File: src/rtl/screen_pkg.sv
// Shared definitions for the screen sequencer: FSM states, 7-segment
// character codes, the MAIN banner text and the active-low digit enables.
package screen_pkg;

  typedef enum logic [1:0] {
    MAIN   = 2'd0,
    PLAY   = 2'd1,
    RESULT = 2'd2
  } state_e;

  // Character codes above the 0..15 hex range
  localparam logic [4:0] CH_P     = 5'd16;
  localparam logic [4:0] CH_R     = 5'd17;
  localparam logic [4:0] CH_S     = 5'd18;
  localparam logic [4:0] CH_US    = 5'd19;
  localparam logic [4:0] CH_BLANK = 5'd20;
  localparam logic [4:0] CH_DASH  = 5'd21;

  // "PrESS_01", leftmost digit in [39:35]
  localparam logic [39:0] MAIN_BANNER =
    {CH_P, CH_R, 5'd14, CH_S, CH_S, CH_US, 5'd0, 5'd1};

  // Digit enables, active-low, bit 7 = leftmost (digit index 0)
  localparam logic [7:0] COM_OFF = 8'hFF;
  localparam logic [7:0] COM_D0  = 8'b0111_1111;
  localparam logic [7:0] COM_D1  = 8'b1011_1111;
  localparam logic [7:0] COM_D2  = 8'b1101_1111;
  localparam logic [7:0] COM_D3  = 8'b1110_1111;
  localparam logic [7:0] COM_D4  = 8'b1111_0111;
  localparam logic [7:0] COM_D5  = 8'b1111_1011;
  localparam logic [7:0] COM_D6  = 8'b1111_1101;
  localparam logic [7:0] COM_D7  = 8'b1111_1110;

  function automatic logic [7:0] com_for_digit(input logic [2:0] idx);
    logic [7:0] com;
    case (idx)
      3'd0:    com = COM_D0;
      3'd1:    com = COM_D1;
      3'd2:    com = COM_D2;
      3'd3:    com = COM_D3;
      3'd4:    com = COM_D4;
      3'd5:    com = COM_D5;
      3'd6:    com = COM_D6;
      default: com = COM_D7;
    endcase
    return com;
  endfunction

endpackage

File: src/rtl/seg_font.sv
// Combinational 5-bit character code to 7-segment pattern.
// Ports:
//   code - character code (0..15 hex, 16 P, 17 r, 18 S, 19 _, 21 -, others blank)
//   seg  - segments {g,f,e,d,c,b,a}, 1 = lit
module seg_font
  import screen_pkg::*;
(
  input  logic [4:0] code,
  output logic [6:0] seg
);

  always_comb begin
    seg = '0;
    case (code)
      5'd0:    seg = 7'b0111111;
      5'd1:    seg = 7'b0000110;
      5'd2:    seg = 7'b1011011;
      5'd3:    seg = 7'b1001111;
      5'd4:    seg = 7'b1100110;
      5'd5:    seg = 7'b1101101;
      5'd6:    seg = 7'b1111101;
      5'd7:    seg = 7'b0000111;
      5'd8:    seg = 7'b1111111;
      5'd9:    seg = 7'b1101111;
      5'd10:   seg = 7'b1110111;
      5'd11:   seg = 7'b1111100;
      5'd12:   seg = 7'b0111001;
      5'd13:   seg = 7'b1011110;
      5'd14:   seg = 7'b1111001;
      5'd15:   seg = 7'b1110001;
      CH_P:    seg = 7'b1110011;
      CH_R:    seg = 7'b1010000;
      CH_S:    seg = 7'b1101101;
      CH_US:   seg = 7'b0001000;
      CH_DASH: seg = 7'b1000000;
      default: seg = '0;
    endcase
  end

endmodule

File: src/rtl/screen_sequencer.sv
// Screen controller for the keypad/7-segment game board. Sequences the
// MAIN, PLAY and RESULT screens and multiplexes the 8-digit display.
// Ports:
//   clk, rst        - clock, synchronous active-high reset
//   key_data        - keypad level lines, 1 = held
//   game_done       - one-cycle strobe, round ended
//   game_digits     - PLAY text, 8 x 5-bit codes, [39:35] leftmost
//   result_digits   - RESULT text, same packing
//   game_start      - one-cycle pulse on MAIN -> PLAY
//   is_main/is_play/is_result - registered one-hot state flags
//   seg_txt         - segments {g,f,e,d,c,b,a}, 1 = lit
//   seg_com         - digit enables, active-low, bit 7 leftmost
module screen_sequencer
  import screen_pkg::*;
#(
  parameter int unsigned SCAN_DIV    = 25000,
  parameter int unsigned RESULT_HOLD = 20000
) (
  input  logic        clk,
  input  logic        rst,
  input  logic [11:0] key_data,
  input  logic        game_done,
  input  logic [39:0] game_digits,
  input  logic [39:0] result_digits,
  output logic        game_start,
  output logic        is_main,
  output logic        is_play,
  output logic        is_result,
  output logic [6:0]  seg_txt,
  output logic [7:0]  seg_com
);

  state_e      state_q, state_d;
  logic [2:0]  flags_q, flags_d;
  logic        start_q, start_d;
  logic        key_lvl_q, key_lvl_d;
  logic        key_any_q, key_any_d;
  logic        key_mask_q, key_mask_d;
  logic [31:0] div_q, div_d;
  logic [2:0]  dig_q, dig_d;
  logic [31:0] hold_q, hold_d;
  logic [7:0]  seg_com_q, seg_com_d;
  logic [6:0]  seg_txt_q, seg_txt_d;

  logic        key_event;
  logic        scan_tick;
  logic        hold_to;
  logic [39:0] text_sel;
  logic [4:0]  code_sel;
  logic [6:0]  font_seg;

  seg_font u_font (
    .code (code_sel),
    .seg  (font_seg)
  );

  always_comb begin
    key_lvl_d = |key_data;
    key_any_d = key_lvl_q;
    // The mask is set by reset and drops only once every key is released,
    // so a key held across reset never yields an event.
    key_mask_d = key_mask_q & key_lvl_d;
    key_event  = key_lvl_q & ~key_any_q & ~key_mask_q;

    scan_tick = (div_q == SCAN_DIV - 1);
    div_d     = scan_tick ? '0 : div_q + 32'd1;
    dig_d     = scan_tick ? dig_q + 3'd1 : dig_q;
    hold_to   = scan_tick && (hold_q == RESULT_HOLD - 1);

    state_d = state_q;
    start_d = 1'b0;
    hold_d  = hold_q;
    case (state_q)
      MAIN: begin
        if (key_event) begin
          state_d = PLAY;
          start_d = 1'b1;
        end
      end
      PLAY: begin
        if (game_done) begin
          state_d = RESULT;
          hold_d  = '0;
        end
      end
      RESULT: begin
        if (key_event || hold_to) state_d = MAIN;
        else if (scan_tick)       hold_d  = hold_q + 32'd1;
      end
      default: state_d = MAIN;
    endcase

    flags_d = {state_d == RESULT, state_d == PLAY, state_d == MAIN};

    case (state_q)
      PLAY:    text_sel = game_digits;
      RESULT:  text_sel = result_digits;
      default: text_sel = MAIN_BANNER;
    endcase
    code_sel = text_sel[5 * (3'd7 - dig_q) +: 5];

    // Enables and segments load together on the tick to avoid ghosting
    seg_com_d = seg_com_q;
    seg_txt_d = seg_txt_q;
    if (scan_tick) begin
      seg_com_d = com_for_digit(dig_q);
      seg_txt_d = font_seg;
    end
  end

  always_ff @(posedge clk) begin
    if (rst) begin
      state_q    <= MAIN;
      flags_q    <= 3'b001;
      start_q    <= 1'b0;
      key_lvl_q  <= 1'b0;
      key_any_q  <= 1'b0;
      key_mask_q <= 1'b1;
      div_q      <= '0;
      dig_q      <= '0;
      hold_q     <= '0;
      seg_com_q  <= COM_OFF;
      seg_txt_q  <= '0;
    end else begin
      state_q    <= state_d;
      flags_q    <= flags_d;
      start_q    <= start_d;
      key_lvl_q  <= key_lvl_d;
      key_any_q  <= key_any_d;
      key_mask_q <= key_mask_d;
      div_q      <= div_d;
      dig_q      <= dig_d;
      hold_q     <= hold_d;
      seg_com_q  <= seg_com_d;
      seg_txt_q  <= seg_txt_d;
    end
  end

  assign is_main    = flags_q[0];
  assign is_play    = flags_q[1];
  assign is_result  = flags_q[2];
  assign game_start = start_q;
  assign seg_com    = seg_com_q;
  assign seg_txt    = seg_txt_q;

endmodule

File: config.mk
export PLATFORM = sky130hd
export DESIGN_NAME = screen_sequencer
export DESIGN_NICKNAME = d
export VERILOG_FILES = /design/src/rtl/screen_pkg.sv /design/src/rtl/seg_font.sv /design/src/rtl/screen_sequencer.sv
export SDC_FILE = /design/constraint.sdc
export NUM_CORES = 1
export LEC_CHECK = 0
export ABC_CLOCK_PERIOD_IN_PS = 7300
export CAP_MARGIN = 0
export CORE_UTILIZATION = 58
export CTS_CLUSTER_DIAMETER = 150
export DETAILED_ROUTE_END_ITERATION = 10
export PLACE_DENSITY = 0.87
export SLEW_MARGIN = 20
export SYNTH_ARGS = -nofsm -noshare
export SYNTH_HDL_FRONTEND = slang
export SYNTH_SLANG_ARGS = --single-unit
File: constraint.sdc
create_clock -name clk -period 7.3 [get_ports clk]
set_input_delay 1.095 -clock clk [delete_from_list [all_inputs] [get_ports clk]]
set_output_delay 1.095 -clock clk [all_outputs]
set_load 0.01 [all_outputs]
### Yosys cells after proc, flatten, opt, wreduce, memory -nomap -nowiden

Memories as Yosys holds them, arrays and structs flattened. A register that Yosys moved wholly into a read port is not among the register bits.
Cells that the tools add are included.

| storage, ports and cells | value |
|---|---|
| register bits | 84 |
| bits in read-only memories | 224 |
| logic and storage cells | 59 |
| output and inout bits | 19 |
| memories | 1 |

| operators by class | value |
|---|---|
| shift operators | 1 |
| multipliers | 1 |
| $add $sub $neg | 4 |
| reductions and logical operators | 10 |
| bitwise gates (word level) | 6 |
| equal/unequal tests | 15 |
| muxes and demuxes | 11 |

Memory list:

| memory | words | width | rd ports | clocked after memory_dff | write ports | RTL line | RTL |
|---|---|---|---|---|---|---|---|
| (name not given) | 32 | 7 | 1 | 1 | 0 | seg_font.sv:14 | `case (code)` |

Operator list:

| operator | count |
|---|---|
| 32-bit 2-to-1 mux | 3 |
| 40-bit case mux with 2 select lines | 1 |
| 32-bit by 1-bit adder with 32-bit output, second input constant | 2 |
| 32-bit by 15-bit equality test with 1-bit output, second input constant | 2 |
| 32-bit case mux with 2 select lines | 1 |
| 8-bit case mux with 7 select lines | 1 |
| 40-bit by 33-bit indexed part select with 5-bit output | 1 |
| 12-bit OR reduction | 1 |
| 3-bit equality test, second input constant | 3 |
| 4-bit by 4-bit multiplier with 8-bit output, first input constant | 1 |
| 3-bit by 2-bit equality test with 1-bit output, second input constant | 2 |
| 2-bit 2-to-1 mux | 3 |
| 2-bit != test, second input constant | 3 |
| 2-bit case mux with 3 select lines | 1 |
| 2-bit by 1-bit equality test with 1-bit output, second input constant | 2 |
| 2-bit equality test, second input constant | 2 |
| 2-bit logical NOT | 2 |
| 4-bit AND reduction | 1 |
| 2-bit OR reduction | 2 |
| 3-bit by 3-bit subtractor with 4-bit output, first input constant | 1 |
| 3-bit by 1-bit adder with 3-bit output, second input constant | 1 |
| 1-bit bitwise AND | 3 |
| 3-bit by 1-bit equality test with 1-bit output, second input constant | 1 |
| 3-bit logical NOT | 1 |
| other kinds (5) | 7 |

### Longest topological paths before layout

| depth | value |
|---|---|
| depth after elaboration | 7 |
| mapped depth | 20 |
| mapped depth without buffers | 16 |

### By module

Synthesis repeated with hierarchy kept, for this count alone.

| unflattened totals | value |
|---|---|
| cell total of the unflattened synthesis | 859 |
| area total of the unflattened synthesis | 6,632.6 um^2 |

Modules (own cells, without submodules):

| module | times used | cells each | sequential area each (um^2) | area an instance (um^2) |
|---|---|---|---|---|
| screen_sequencer | 1 | 807 | 1,821.7 | 6,268.5 |
| seg_font | 1 | 52 | 0.0 | 364.1 |

### Worst setup path after synthesis

OpenSTA, ideal clock, no wires.

| path | value |
|---|---|
| path type | register -> register |
| from | register dig_q[0] |
| to | register seg_txt_q[0], in the netlist seg_txt[0] |
| cell stages (with the launch flop) | 18 |
| slack | 3.322 ns |
| setup time | 0.076 ns |
| path buffers | 4 |
| data arrival time | 3.902 ns |
| path through | dfxtp_1 -> inv_1 -> buf_2 -> buf_2 -> buf_1 -> ha_1 -> ha_1 -> ha_1 -> clkbuf_1 -> nand2b_1 -> nor2_1 -> a221o_1 -> o32ai_2 -> inv_1 -> ha_1 -> or3_1 -> o221a_1 -> o22ai_1 |

| between the ends | value |
|---|---|
| word-level cells in the longest chain between the ends | 3 |

RTL lines:

| element | RTL line | RTL |
|---|---|---|
| start: declaration | screen_sequencer.sv:40 | `logic [2:0] dig_q, dig_d;` |
| start signal: assignment | screen_sequencer.sv:132 | `dig_q <= dig_d;` |
| 3-bit by 3-bit subtractor with 4-bit output | screen_sequencer.sv:100 | `code_sel = text_sel[5 * (3'd7 - dig_q) +: 5];` |
| 4-bit by 4-bit multiplier with 8-bit output | screen_sequencer.sv:100 |  |
| 40-bit by 33-bit indexed part select with 5-bit output | screen_sequencer.sv:100 |  |
| end: declaration | screen_sequencer.sv:43 | `logic [6:0] seg_txt_q, seg_txt_d;` |

No other way between the ends.
A chain may end at the register's enable or synchronous reset.

### Final worst setup path

| path | value |
|---|---|
| from | register dig_q[0] |
| to | register seg_txt_q[5], in the netlist seg_txt[5] |

Same word-level chain as after synthesis.

==> summary.txt <==
Detailed routing
  – Vias per cell: 6.535
  – Final wirelength: 19,390 um
  – 1st-pass router iterations: 5
  – Via count: 6,777
  – DR WL/cell: 18.70 um
  – Number of nets with antenna violations after routing: 0
  – Iteration-0 DRC Markers: 621
  – DRC Markers: 0

Setup path
  – CP max stage delay: 0.76 ns
  – CP cell instances: inv_1 -> ha_1 -> ha_1 -> ha_1 -> nand2b_1 -> nor4_1 -> o31ai_1 -> a32o_1 -> inv_1 -> ha_1 -> inv_1 -> mux2i_1 -> mux2i_1 -> a221oi_1 -> nor3_1
  – R2r worst-path depth: 15
  – CP Capture Point: seg_txt[5]$_SDFFE_PP0P_
  – Worst setup EP type: flip-flop
  – Worst Setup SP: dig_q[0]$_SDFFE_PP0P_
  – CP Buf/Inv Count: 3
  – Reg2reg end: seg_txt[5]$_SDFFE_PP0P_
  – Slowest CP cell: inv_1
  – Crit-path most repeated cell: ha_1
  – Setup Crit Path Kind: flip-flop to flip-flop
  – Critical path depth: 15
  – Worst reg2reg path startpoint: dig_q[0]$_SDFFE_PP0P_
  – Crit path arrival time: 4.83 ns
  – Crit Path Max Fanout: 32
  – Reg2reg setup slack: 2.73 ns
  – Worst Path Required: 7.56 ns
  – CP Launch Type: flip-flop
  – Top Family by Delay on Critical Path: buffers and inverters

Global routing
  – First-pass GRT wire length: 30,800 um
  – Number of global-route vias before repair: 6,299
  – Total GRT Usage: 0.3324
  – Initial antenna violation count: 0
  – Grt total ovfl: 0
  – Largest net degree at the start of global routing: 52

Die
  – Die height: 108.2 um
  – # IOs: 114
  – Die Wd: 108.2 um
  – CORE AREA: 0.01089 mm^2
  – Row cnt: 38
  – Initial Util: 0.6006
  – Full die area: 0.01170 mm^2

Synth
  – Dominant synthesized flop cell: dfxtp_1
  – Synth Register Bits: 91
  – Synthesized area per cell: 8.003 um^2
  – Sequential-to-total area share from yosys stat: 0.2786
  – Post-synthesis async set-or-reset flop share: 0
  – Syn Std Cell Area: 0.006539 mm^2
  – Post-synth EDFFs: 0
  – Synth warn: 0
  – Cells after Synth: 817
  – Post-Synthesis Net Count: 934
  – Distinct cells, synth: 79

Power and ir drop
  – PwrDens: 119.5 mW/mm^2
  – VDD IR max: 147.7 uV
  – Leak Pwr: 0.002602 uW

Clock network
  – Post-CTS Setup Inserts: 0
  – Clk buf depth: 2
  – Clock transition at path regs: 0.10 ns
  – Hold buffers post-CTS: 0
  – CTS tree: built
  – Worst skew pair latency: 0.38 ns
  – Post-CTS sizing: 0
  – CTS buffer count: 9
  – Clock Sinks: 91
  – H-tree depth: 3
  – Root Buffer: clkbuf_8

Timing
  – RSZ-0062 raised after global routing: no
  – Post-route clock period utilization: 0.6260
  – Final Hold Viols: 0
  – Final TNS setup: 0 ns
  – Max Fclk: 0.2188 GHz
  – Tightest Pin Transition: 1.066 ns
  – Post-route minimum period: 4.570 ns
  – Final slew viol count: 0
  – Worst Clk Skew: 0.01240 ns
  – Max-slew headroom: 0.2889
  – Final setup viols: 0

Final layout
  – Final net count: 1,009
  – Post-Route Utilization: 0.7208
  – ANT cells: 0
  – Area delta synth->final: 20.02%
  – Share of cells above drive strength 1: 0.06466

Min path
  – Min-delay worst type: flip-flop to flip-flop

Run
  – Max-cap violations: 0

Placement
  – RD Place Congestion: 0.9897
  – Dpl hpwl: 13,960 um
  – Port Buffers: 113

Status
  – Status: completed
[power by group]
part           total (uW)  leakage (uW)  internal [uW]  switching [uW]
Sequential            500      0.000734            498            1.84
Clock                 371      0.000109            168             203
Combinational        66.6       0.00176           47.9            18.6
[kinds of logic after synthesis]
logic type,count (synthesis),share of synthesized area
multiplexers,17,0.03215
buffers and inverters,78,0.05511
AND/OR/NAND/NOR,338,0.2706
flip-flops,91,0.2786
adder cells (fa/ha/maj),22,0.04210
AO/OA/AOI/OAI,220,0.2532
XOR/XNOR,51,0.06831
[cell usage in the layout (no fill, tap or decap), types with 21 or more instances in the layout]
| cell type | n |
|---|---|
| clkdlybuf4s50_1 | 113 |
| nor2_1 | 92 |
| dfxtp_1 | 91 |
| nand2_1 | 58 |
| nand3_1 | 38 |
| a21oi_1 | 37 |
| o21ai_0 | 30 |
| a22oi_1 | 28 |
| xor2_1 | 27 |
| xnor2_1 | 24 |
| and3_1 | 21 |
[final cells by class]
cell class | count | area [um^2]
Inverter | 21 | 78.83
Clock buffer | 9 | 123.9
Tap cell | 140 | 175.2
Fill cell | 843 | 3040
Timing Repair Buffer | 121 | 1191
Multi-Input combinational cell | 648 | 4364
Clock inverter | 7 | 92.59
Sequential cell | 91 | 1822
[routing by layer]
layer	GRT usage	vias to the layer above	wire [um]	share of wire
met3	0.05063	42	1844	0.095
met1	0.4366	3176	8138	0.42
li1	-	3180	-	-
met5	0	-	0	0
met2	0.5450	379	8905	0.46
met4	0.1311	0	504	0.026
[Yosys cell counts, types with 11 or more instances]
master	instances	area [um^2]
nand2_1	58	217.7
ha_1	22	275.3
xnor2_1	24	210.2
dfxtp_1	91	1822
nor3_1	18	90.09
or3_1	17	106.4
nor4_1	14	87.58
nand4_1	13	81.33
xor2_1	27	236.5
nand2b_1	15	93.84
clkbuf_1	23	86.33
inv_1	20	75.07
a21oi_1	37	185.2
a22oi_1	28	210.2
nand3_1	38	190.2
o22ai_1	17	106.4
and3_1	21	131.4
nor2_1	92	345.3
o21ai_0	30	150.1
mux2i_1	12	120.1
nor2b_1	11	68.82
buf_2	18	90.09
[per-stage QoR]
stage	area, um^2	std cells	total power (uW)	setup slack, ns	hold slack [ns]
3_5_place_dp	7629	1021	577.5	2.815	0.4523
3_3_place_gp	7629	1021	576.3	2.882	0.4412
5_1_grt	7848	1037	962.4	2.541	0.4955
2_1_floorplan	6539	817	522.1	3.322	0.4276
4_1_cts	7845	1037	938.5	2.856	0.4732
6_report	7848	1037	937.5	2.730	0.4804
[worst register-to-register path: cells and delay by family, from the launching register on]
family | cells | cell delay, ns
adder cells (fa/ha/maj) | 4 | 1.02
flip-flops | 1 | 0.32
AND/OR/NAND/NOR | 3 | 1.02
multiplexers | 2 | 0.22
buffers and inverters | 3 | 1.03
AO/OA/AOI/OAI | 3 | 0.82
[worst min-delay path by stage]
stage                               start                    end  depth (start not counted)
global route        key_mask_q$_SDFF_PP1_  key_mask_q$_SDFF_PP1_                          1
detailed placement  key_mask_q$_SDFF_PP1_  key_mask_q$_SDFF_PP1_                          1
floorplan           key_mask_q$_SDFF_PP1_  key_mask_q$_SDFF_PP1_                          1
global placement    key_mask_q$_SDFF_PP1_  key_mask_q$_SDFF_PP1_                          1
finish              key_mask_q$_SDFF_PP1_  key_mask_q$_SDFF_PP1_                          1
CTS                 key_mask_q$_SDFF_PP1_  key_mask_q$_SDFF_PP1_                          1
[flip-flops by register name, summed over array words and instances, names as in the netlist]
signal	flops
game_start	1
div_q	32
seg_txt	7
key_any_d	1
dig_q	3
flags_q	3
hold_q	32
state_q	2
seg_com	8
key_any_q	1
key_mask_q	1
Power figures use the tool's default switching activity.
==> patch (same settings) <==
Put a register stage on the outputs `is_main`, `is_play` and `is_result`. The values now appear one clock later. The other outputs are not delayed to match. Comments in the files are not updated.
--- a/src/rtl/screen_sequencer.sv
+++ b/src/rtl/screen_sequencer.sv
@@ -138,5 +138,7 @@
 
-  assign is_main    = flags_q[0];
-  assign is_play    = flags_q[1];
-  assign is_result  = flags_q[2];
+  always_ff @(posedge clk) begin
+    is_main   <= flags_q[0];
+    is_play   <= flags_q[1];
+    is_result <= flags_q[2];
+  end
   assign game_start = start_q;
Function: changed (a bounded check fails within 4 cycles, from zero or initial values and one cycle with rst high).
==> patch against the original RTL <==
- hold slack lost 150 ps
- design area grew 1.9%
- sequential share of layout area grew 0.32 points
- cell count grew 0.39%
- sequential cell count grew 3
- critical path depth shrank 2
- area after synthesis grew 0.92%
- routed wire length grew 4.0%
- total power grew 13%
- utilization grew 0.74 points
- setup slack gained 210 ps
- via count grew 0.30%
- largest cell class unchanged
- largest power group unchanged
- highest routed layer unchanged
==> patch: results <==
export IMPL_outcome="complete, no violations"
export IMPL_syn_nets=937
export IMPL_cts_max_level=3
export IMPL_grt_pass1_wl_um=31800
export IMPL_insertion_delay_ps=350
export IMPL_worstSetupStartpointType="flop"
export IMPL_detailed_place_hpwl_um=14300
export IMPL_fillers=829
export IMPL_drt_pass1_iterations=6
export IMPL_worst_pin_slew_ps=951
export IMPL_cts_path_max_buffers=2
export IMPL_synthTopCellsByCount="94 x dfxtp_1, 92 x nor2_1, 58 x nand2_1"
export IMPL_antenna_found_initial=0
export IMPL_arrival_ps=4640
export IMPL_ys_top_cells_by_area="dfxtp_1 29%, nor2_1 5.2%, ha_1 4.2%"
export IMPL_yosysSeqAreaShare_pct=28.5
export IMPL_r2r_start="state_q[0]"
export IMPL_cts_resized_gates=0
export IMPL_place_area_um2=7690
export IMPL_hold_class="reg -> reg"
export IMPL_synth_cell_types=79
export IMPL_hold_buffers=0
export IMPL_port_buffers=113
export IMPL_grt_max_degree=52
export IMPL_ff2ff_path_depth=13
export IMPL_cts_root_buf="clkbuf_16"
export IMPL_clock_skew_ps=7.87
export IMPL_grt_pass1_vias=6423
export IMPL_diodes=0
export IMPL_grt_use_total_pct=34.4
export IMPL_p_leak_nw=2.66
export IMPL_crit_fanout=39
export IMPL_async_reset_ff_share_pct=0
export IMPL_ys_warnings_count=0
export IMPL_cts_made_buffers=9
export IMPL_r2r_end="seg_txt[0]"
export IMPL_post_cts_setup_buffers=0
export IMPL_vias=6797
export IMPL_gp_congestion=0.947
export IMPL_fin_nets=1013
export IMPL_drive_gt1_share_pct=6.33
export IMPL_rrSetupSlack_ps=2940
export IMPL_worst_ir_drop_vdd_v=0.000124
export IMPL_end_kind="flop"
export IMPL_clk_pin_slew_worst_paths_ps=70
export IMPL_wl_um=20200
export IMPL_drt_iter0_markers=795
[patch: changes by cell type in the layout (fill, tap and decap cells not counted), sizes merged]
cell      unedited run  this run
clkbuf               9        11
inv                 24        20
clkinvlp             0         2
buf                  8         9
dfxtp               91        94
[patch: report_power, final]
part | internal (W) | total [W] | leakage [nW] | switching [W]
clock network | 0.000275 | 0.000474 | 0.142 | 0.000199
registers | 0.000515 | 0.000517 | 0.758 | 0.00000187
logic | 0.0000480 | 0.0000673 | 1.76 | 0.0000193
total | 0.000837 | 0.00106 | 2.66 | 0.000220
[patch: worst min path at each step]
stage	from	end	slack, ps	depth (start not counted)
3_3_place_gp	flags_q[1]	is_play	310	0
2_1_floorplan	flags_q[0]	is_main	310	0
6_report	flags_q[0]	is_main	330	0
5_1_grt	flags_q[0]	is_main	330	0
3_5_place_dp	flags_q[0]	is_main	310	0
4_1_cts	flags_q[0]	is_main	330	0
[patch: logic make-up (layout without fill, tap and decap cells)]
group,count (synthesis),in the layout,synth area share [%]
buffers and inverters,78,159,5.46
multiplexers,17,17,3.19
adder cells (fa/ha/maj),22,22,4.17
XOR/XNOR,51,51,6.77
flip-flops,94,94,28.5
AO/OA/AOI/OAI,220,220,25.1
AND/OR/NAND/NOR,338,338,26.8
[patch: routing by layer]
layer | up-vias | GRT usage (%) | wire [um]
li1 | 3198 | - | -
met1 | 3204 | 44.9 | 8440
met2 | 358 | 57.0 | 9450
met3 | 37 | 7.59 | 1930
met4 | 0 | 9.56 | 353
met5 | - | 0 | 0
[patch: cell type report]
class / instances / area [um^2] / share of cell area [%]
clock buffers: 11 / 243 / 3.04
clock inverters: 5 / 58.8 / 0.735
inverters: 21 / 78.8 / 0.986
multi-input cells: 648 / 4360 / 54.5
flip-flops and latches: 94 / 1880 / 23.5
well taps: 140 / 175 / 2.19
repair buffers: 122 / 1200 / 15.0
[patch: per-stage QoR]
| step | utilization (%) | hold WS, ps | total power, W | setup WS (ps) | std cells |
|---|---|---|---|---|---|
| floorplan | - | 310 | 0.000539 | 3320 | 820 |
| detailed placement | 70.1 | 312 | 0.000595 | 2750 | 1025 |
| global route | 72.8 | 334 | 0.00109 | 2720 | 1041 |
| global placement | 70.1 | 315 | 0.000593 | 2880 | 1025 |
| finish | 72.8 | 327 | 0.00106 | 2940 | 1041 |
| CTS | 72.8 | 327 | 0.00106 | 3030 | 1041 |
[patch: critical path, stage by stage (launching register included)]
cell     delay [ps]
dfxtp_1         390
inv_1            90
ha_1            290
buf_4           260
inv_1           460
nor2_1          130
mux4_2          560
a221o_1         390
o32ai_2         620
inv_1           200
ha_1            250
or3_1           380
o221a_1         120
o22ai_1         140
